### src/rtl/imm_gen_pipe.sv
// Decode-stage immediate generator (I/S/B/U/J/Z) behind a registered valid/ready stage.
// Latency 1 cycle; SKID=1 adds a skid entry so in_ready is a flop, SKID=0 stalls combinationally.
module imm_gen_pipe #(
   parameter int XLEN  = 32,
   parameter int TAG_W = 5,
   parameter bit SKID  = 1'b1
) (
   input  logic             clk,
   input  logic             rst_n,
   input  logic             flush,
   input  logic             in_valid,
   output logic             in_ready,
   input  logic [31:0]      in_instr,
   input  logic [2:0]       in_immSrc,
   input  logic [TAG_W-1:0] in_tag,
   output logic             out_valid,
   input  logic             out_ready,
   output logic [XLEN-1:0]  out_imm,
   output logic [TAG_W-1:0] out_tag,
   output logic             out_illegal
);

   if (XLEN != 32 && XLEN != 64) begin : g_bad_xlen
      $error("imm_gen_pipe: XLEN must be 32 or 64");
   end

   typedef struct packed {
      logic [XLEN-1:0]  imm;
      logic [TAG_W-1:0] tag;
      logic             illegal;
   } ent_t;

   // Bit 1 of the encoding is the skid-valid flop that drives in_ready directly.
   typedef enum logic [1:0] {
      st_empty = 2'b00,
      st_one   = 2'b01,
      st_full  = 2'b10
   } state_t;

   state_t      state_q, state_d;
   ent_t        new_ent, out_q, sk_q;
   logic [31:0] imm32;
   logic        is_z;
   logic        accept, deliver;
   logic        load_out, load_sk, pop_sk;
   logic        unused_opcode;

   assign unused_opcode = ^in_instr[6:0];

   always_comb begin
      imm32 = '0;
      is_z  = 1'b0;
      new_ent.illegal = 1'b0;
      case (in_immSrc)
         3'b000: imm32 = {{20{in_instr[31]}}, in_instr[31:20]};
         3'b001: imm32 = {{20{in_instr[31]}}, in_instr[31:25], in_instr[11:7]};
         3'b010: imm32 = {{20{in_instr[31]}}, in_instr[7], in_instr[30:25], in_instr[11:8], 1'b0};
         3'b011: imm32 = {in_instr[31:12], 12'b0};
         3'b100: imm32 = {{12{in_instr[31]}}, in_instr[19:12], in_instr[20], in_instr[30:21], 1'b0};
         3'b101: is_z  = 1'b1;
         default: new_ent.illegal = 1'b1;
      endcase
      // U-type sign-extends from bit 31 on RV64, matching lui semantics.
      new_ent.imm = is_z ? {{(XLEN-5){1'b0}}, in_instr[19:15]}
                         : {{(XLEN-31){imm32[31]}}, imm32[30:0]};
      new_ent.tag = in_tag;
   end

   assign out_valid = (state_q != st_empty);
   assign in_ready  = SKID ? ~state_q[1] : ((state_q == st_empty) | out_ready);
   assign accept    = in_valid & in_ready;
   assign deliver   = out_valid & out_ready;

   always_comb begin
      state_d  = state_q;
      load_out = 1'b0;
      load_sk  = 1'b0;
      pop_sk   = 1'b0;
      case (state_q)
         st_empty: begin
            if (accept) begin
               state_d  = st_one;
               load_out = 1'b1;
            end
         end
         st_one: begin
            if (deliver && accept) begin
               load_out = 1'b1;
            end else if (deliver) begin
               state_d = st_empty;
            end else if (accept) begin
               state_d = st_full;
               load_sk = 1'b1;
            end
         end
         st_full: begin
            if (deliver) begin
               state_d = st_one;
               pop_sk  = 1'b1;
            end
         end
         default: state_d = st_empty;
      endcase
      // Flush wins over any same-cycle accept or deliver; upstream replays.
      if (flush) begin
         state_d  = st_empty;
         load_out = 1'b0;
         load_sk  = 1'b0;
         pop_sk   = 1'b0;
      end
   end

   always_ff @(posedge clk or negedge rst_n) begin
      if (!rst_n) begin
         state_q <= st_empty;
         out_q   <= '0;
         sk_q    <= '0;
      end else begin
         state_q <= state_d;
         if (load_out) begin
            out_q <= new_ent;
         end else if (pop_sk) begin
            out_q <= sk_q;
         end
         if (load_sk) begin
            sk_q <= new_ent;
         end
      end
   end

   assign out_imm     = out_q.imm;
   assign out_tag     = out_q.tag;
   assign out_illegal = out_q.illegal;

endmodule

### config.mk
export PLATFORM = sky130hd
export DESIGN_NAME = imm_gen_pipe
export DESIGN_NICKNAME = d
export VERILOG_FILES = /design/src/rtl/imm_gen_pipe.sv
export SDC_FILE = /design/constraint.sdc
export NUM_CORES = 1
export LEC_CHECK = 0
export ABC_AREA = 1
export ABC_CLOCK_PERIOD_IN_PS = 4700
export BUFFER_PORTS_ARGS = -buffer_cell sky130_fd_sc_hd__buf_2
export CAP_MARGIN = 40
export CORE_UTILIZATION = 35
export CTS_CLUSTER_DIAMETER = 30
export DETAILED_ROUTE_END_ITERATION = 10
export GPL_ROUTABILITY_DRIVEN = 0
export GPL_TIMING_DRIVEN = 0
export SYNTH_ARGS = -nofsm -noshare
export SYNTH_HDL_FRONTEND = slang
export SYNTH_SLANG_ARGS = --single-unit
### constraint.sdc
create_clock -name clk -period 4.7 [get_ports clk]
set_clock_uncertainty 0.15 [all_clocks]
set_input_delay 0.235 -clock clk [delete_from_list [all_inputs] [get_ports clk]]
set_output_delay 0.235 -clock clk [all_outputs]
set_load 0.02 [all_outputs]
== Word level (Yosys, flattened, before mapping) ==
Index checks and enable logic that the tools add are counted.

* Equal/unequal tests: 11
* Shifts and indexed selects: 0
* $lt $le $gt $ge: 0
* Reductions and logical operators: 7
* Bitwise operators: 3
* Add/sub/neg operators: 0
* Multiplexer cells: 24
* $mul: 0
* Divide/modulo/power cells: 0

{| class="wikitable"
|+ Operators by type and width
! cell !! count
|-
| $pmux 32 s5 || 1
|-
| $mux 38 || 2
|-
| $mux 32 || 1
|-
| $mux 1 || 12
|-
| $mux 2 || 6
|-
| $ne 3x3->1 const B || 3
|-
| $eq 3x2->1 const B || 2
|-
| $eq 3x3->1 const B || 2
|-
| $pmux 2 s3 || 1
|-
| $reduce_or 6->1 || 1
|-
| $ne 4x4->1 const B || 1
|-
| $reduce_and 4->1 || 1
|-
| $reduce_bool 2->1 || 2
|-
| $eq 3x1->1 const B || 1
|-
| $logic_not 3->1 || 1
|-
| $and 1x1->1 || 2
|-
| $eq 2x1->1 const B || 1
|-
| $eq 2x2->1 const B || 1
|-
| $logic_not 2->1 || 1
|-
| $pmux 1 s2 || 1
|-
| $logic_and 1x1->1 || 1
|-
| $not 1->1 || 1
|}

* Logic and storage cells: 52
* Memories: 0
* Latch bits: 0
* Input port bits: 45
* Bits in writable memories: 0
* Register bits after elaboration: 78
* Bits in read-only memories: 0
* Output and inout bits: 40

== Logic depth before layout (Yosys ltp) ==
* Depth after elaboration: 7
* Mapped depth: 10
* Gate-level depth less buffers: 8

== Worst setup path after synthesis ==
No wires, ideal clock.

* Path kind: reg2reg
* From: reg state_q[1]
* To: reg out_q, in the netlist out_imm[28]
* Data arrival time: 1.219 ns
* Period minus slack after synthesis: 1.493 ns
* Setup slack: 3.207 ns
* Path buffers: 1
* Stages on the path, launching flop included: 8
* Setup time: 0.124 ns
* Data required time: 4.426 ns
* Cell sequence: dfrtp_1 -> nor2_1 -> nand3_2 -> inv_2 -> nor2_8 -> buf_4 -> nand2_1 -> nand3_1

* Cells in the longest elaborated chain, start to end: 7
* Elaborated cells on any way between the ends: 17
* Classes of those cells: 2 x eq/ne; 8 x mux; 3 x bitwise; 4 x reduce/logical

{| class="wikitable"
|+ Ends and longest elaborated chain
! what !! line !! RTL
|-
| start, declared || 40 || <nowiki>state_t state_q, state_d;</nowiki>
|-
| start signal, assigned || 115 || <nowiki>state_q <= st_empty;</nowiki>
|-
| start signal, assigned || 119 || <nowiki>state_q <= state_d;</nowiki>
|-
| $reduce_bool 2->1 or $not 1->1 (tied branches) || 69, 70 ||
|-
| $and 1x1->1 (on tied branches) || 72, 71 ||
|-
| $logic_and 1x1->1 || 87 || <nowiki>if (deliver && accept) begin</nowiki>
|-
| $mux 1 || 87 ||
|-
| $pmux 1 s2 || 79 || <nowiki>case (state_q)</nowiki>
|-
| $mux 1 || 105 || <nowiki>if (flush) begin</nowiki>
|-
| $mux 38 or $reduce_bool 2->1 (tied branches) || -- ||
|-
| end signal, assigned || 121 || <nowiki>out_q <= new_ent;</nowiki>
|-
| end signal, assigned || 123 || <nowiki>out_q <= sk_q;</nowiki>
|-
| end, declared || 41 || <nowiki>ent_t new_ent, out_q, sk_q;</nowiki>
|}

Several ways; a longest one is shown, not always the timed one.
A chain may end at the register's enable or synchronous reset.

== Worst setup path in the final report ==
Ends and elaborated chain as after synthesis.

==> metrics <==
status=finished clean; worst-path fanout max=10; most common cell in the netlist=nand2_1; PnR worst setup slack=around 2.9 ns; Warnings, synthesis=0; I/O pin cnt=between 80 and 90; Crit Path Category=reg2reg; Worst setup EP type=flip-flop; max_cap viols=0; Max stage delay cell, worst path=dfrtp_1; Int Power=between 1 and 1.5 mW; Async S/R FF share, synth=1.00; placed cell area=between 4000 and 5000 µm²; CTS tree=built; Worst VDD drop=roughly 0.00016 V; CTS root buf=clkbuf_8; Die X-Extent=between 100 and 150 µm; Net Count, Synth=553; Rel. slew slack=0.517; top post-synthesis cells by area=dfrtp_1, nand2_1, nand3_1; largest area contributor in the netlist=dfrtp_1; fraction of layout cells with a size suffix above 1=0.201; Cell variety after synth=19; fillcell total=1083; post-route ant nets=0; GRT overflow=0; DR DRC count=0; first-pass GRT wire length=16800 µm; die area=about 11000 µm²; cell chain of the critical path=nor2_1, nand3_2, inv_2, buf_2, nand2_1, nand3_1; Seq cells post-synth=just under 80; cts repair resizes=0; Pleak=around 2.6 nW; Clock Tree Buf Depth=2; DR pass1 iterations=5; CP startpoint=state_q[1]; worst r2r src=state_q[1]; Synth top cells by count=nand2_1, dfrtp_1, nand3_1; average wire per standard cell=~14 µm; CP max stage delay=roughly 0.45 ns; vias in the first global route=~3400; FP Rows=37; core area=10400 µm²; Clock power frac=0.275; GR Util All Layers=0.195; endpoints failing hold=0; starting utilization of the core area=0.363; CP Launch Type=flip-flop; number of synthesized flops with an enable pin=0; Top FF cell, synth=dfrtp_1; via/cell ratio=roughly 4.8; Port Buffers=between 70 and 80; largest net degree at the start of global routing=between 40 and 50; final wirelength=~10000 µm; Worst-Skew Late Latency=around 0.36 ns; ANT cells=0; Mapped Area=between 3000 and 4000 µm²; clk sinks=78; net switching power=between 600 and 700 µW; post-route cell area=approximately 4600 µm²; WP data arrival=approximately 1.9 ns; # setup viols final=0; combinational power share=0.243; buffer count from post-CTS setup fixing=0; Post-Route Setup TNS=0 ns; Hold Startpoint=in_instr[29]; Power Total=between 1.5 and 2 mW; PwrDens=roughly 420 nW/µm²; antenna violations before repair=0; Placement Setup Slack=around 2.9 ns; Synth Instances=around 510; Synth-to-Final Area Change=22.1%; clock-pin transition on the worst setup and hold timing paths=roughly 0.080 ns; nets@finish=~650; HPWL after DPL=7350 µm; register area share after synthesis=0.518; Tightest Hold Check Type=in2reg; via count=about 3500; Initial DRC Count=165; Die Span Y=around 110 µm; cts bufs inserted=9; Period Utilization, post-route=0.374; fin. max-slew vios=0; Worst-Margin Slew=just over 0.7 ns; unrepaired setup endpoints after global routing=false; Net Sw Frac=0.334; Synth top area share=0.518; Max Fclk=0.569 GHz; htree depth=3; Post-Syn Area per Cell=about 7.4 µm²; register share of total power=0.482; CTS hold repair buffers=6; CP required=4.85 ns; Tmin final=approximately 1.8 ns
## placed cells by master (no fill, tap or decap)
| master | Yosys | routed |
|---|---|---|
| buf_6 | 2 | 2 |
| nand2_1 | 286 | 286 |
| buf_2 | 16 | 91 |
| clkbuf_1 | 1 | 2 |
| inv_2 | 3 | 3 |
| o21ai_0 | 20 | 20 |
| nor2_1 | 4 | 4 |
| nor2_8 | 1 | 1 |
| nand4_1 | 4 | 4 |
| o21ai_1 | 4 | 4 |
| nor3_4 | 1 | 1 |
| inv_1 | 28 | 28 |
| bufinv_16 | 0 | 1 |
| buf_12 | 0 | 1 |
| clkbuf_8 | 0 | 11 |
| dfrtp_1 | 78 | 78 |
| nand2_2 | 1 | 1 |
| nor2_2 | 1 | 1 |
| clkinv_2 | 0 | 3 |
| nand3_1 | 52 | 52 |
| o211ai_1 | 1 | 1 |
| dlygate4sd3_1 | 0 | 6 |
| buf_4 | 3 | 4 |
| nand3_2 | 2 | 2 |
## logic make-up after synthesis
family / share of synthesized area
buffers and inverters: 0.0651
AOI/OAI and AO/OA: 0.0339
and+or+nand+nor: 0.383
DFF: 0.518
## power by group through the flow
stage          Sequential [mW]  Combinational, mW  Clock, mW
2_1_floorplan             1.00              0.221          0
3_3_place_gp             0.930              0.455          0
3_5_place_dp             0.936              0.467          0
4_1_cts                  0.924              0.473      0.537
5_1_grt                  0.945              0.532      0.559
6_report                 0.924              0.466      0.526
## layer usage
layer / global-route usage / part of all wire / vias up
met5: 0 / 0 / -
met4: 0.0724 / 0.016 / 0
met3: 0.0315 / 0.056 / 13
met2: 0.305 / 0.46 / 102
met1: 0.270 / 0.47 / 1661
li1: - / - / 1763
## through the flow
step	util	hold WS, ns	instances
floorplan	-	-0.211	508
global placement	0.416	0.303	720
detailed placement	0.419	0.105	721
CTS	0.444	0.0350	743
global route	0.444	0.0825	743
finish	0.444	0.0520	743
## layout make-up
type | instances | area, µm² | share of cell area
inverters | 31 | 116 | 0.0253
well taps | 136 | 170 | 0.0370
clock inverters | 4 | 45.0 | 0.00979
repair buffers | 83 | 463 | 0.101
clock buffers | 12 | 155 | 0.0337
flip-flops and latches | 78 | 1950 | 0.424
plain buffers | 22 | 129 | 0.0280
multi-input cells | 377 | 1570 | 0.341
## critical path, delay by kind of cell (launching register included)
kind                   cells  cell delay (ns)
flip-flops                 1             0.45
AND/OR/NAND/NOR            4             0.59
buffers and inverters      2             0.52
## registers in the layout, summed over array words and instances (netlist names)
register and count:
out_illegal 1, out_imm 32, out_tag 5, sk_q 38
state_q 2
## path summary, 6_finish.rpt
path | endpoint | cells past startpoint | slack [ns]
worst max-delay path | out_imm[28] | 6 | 2.94
worst min-delay path | sk_q[15] | 3 | 0.05
worst max register to register | out_imm[28] | 6 | 2.94
worst min register to register | out_imm[25] | 2 | 0.33
max in group asynchronous | out_imm[21] | 3 | 3.56
min in group asynchronous | sk_q[8] | 2 | 0.24
Note: power is estimated with default switching activity, not from simulation.
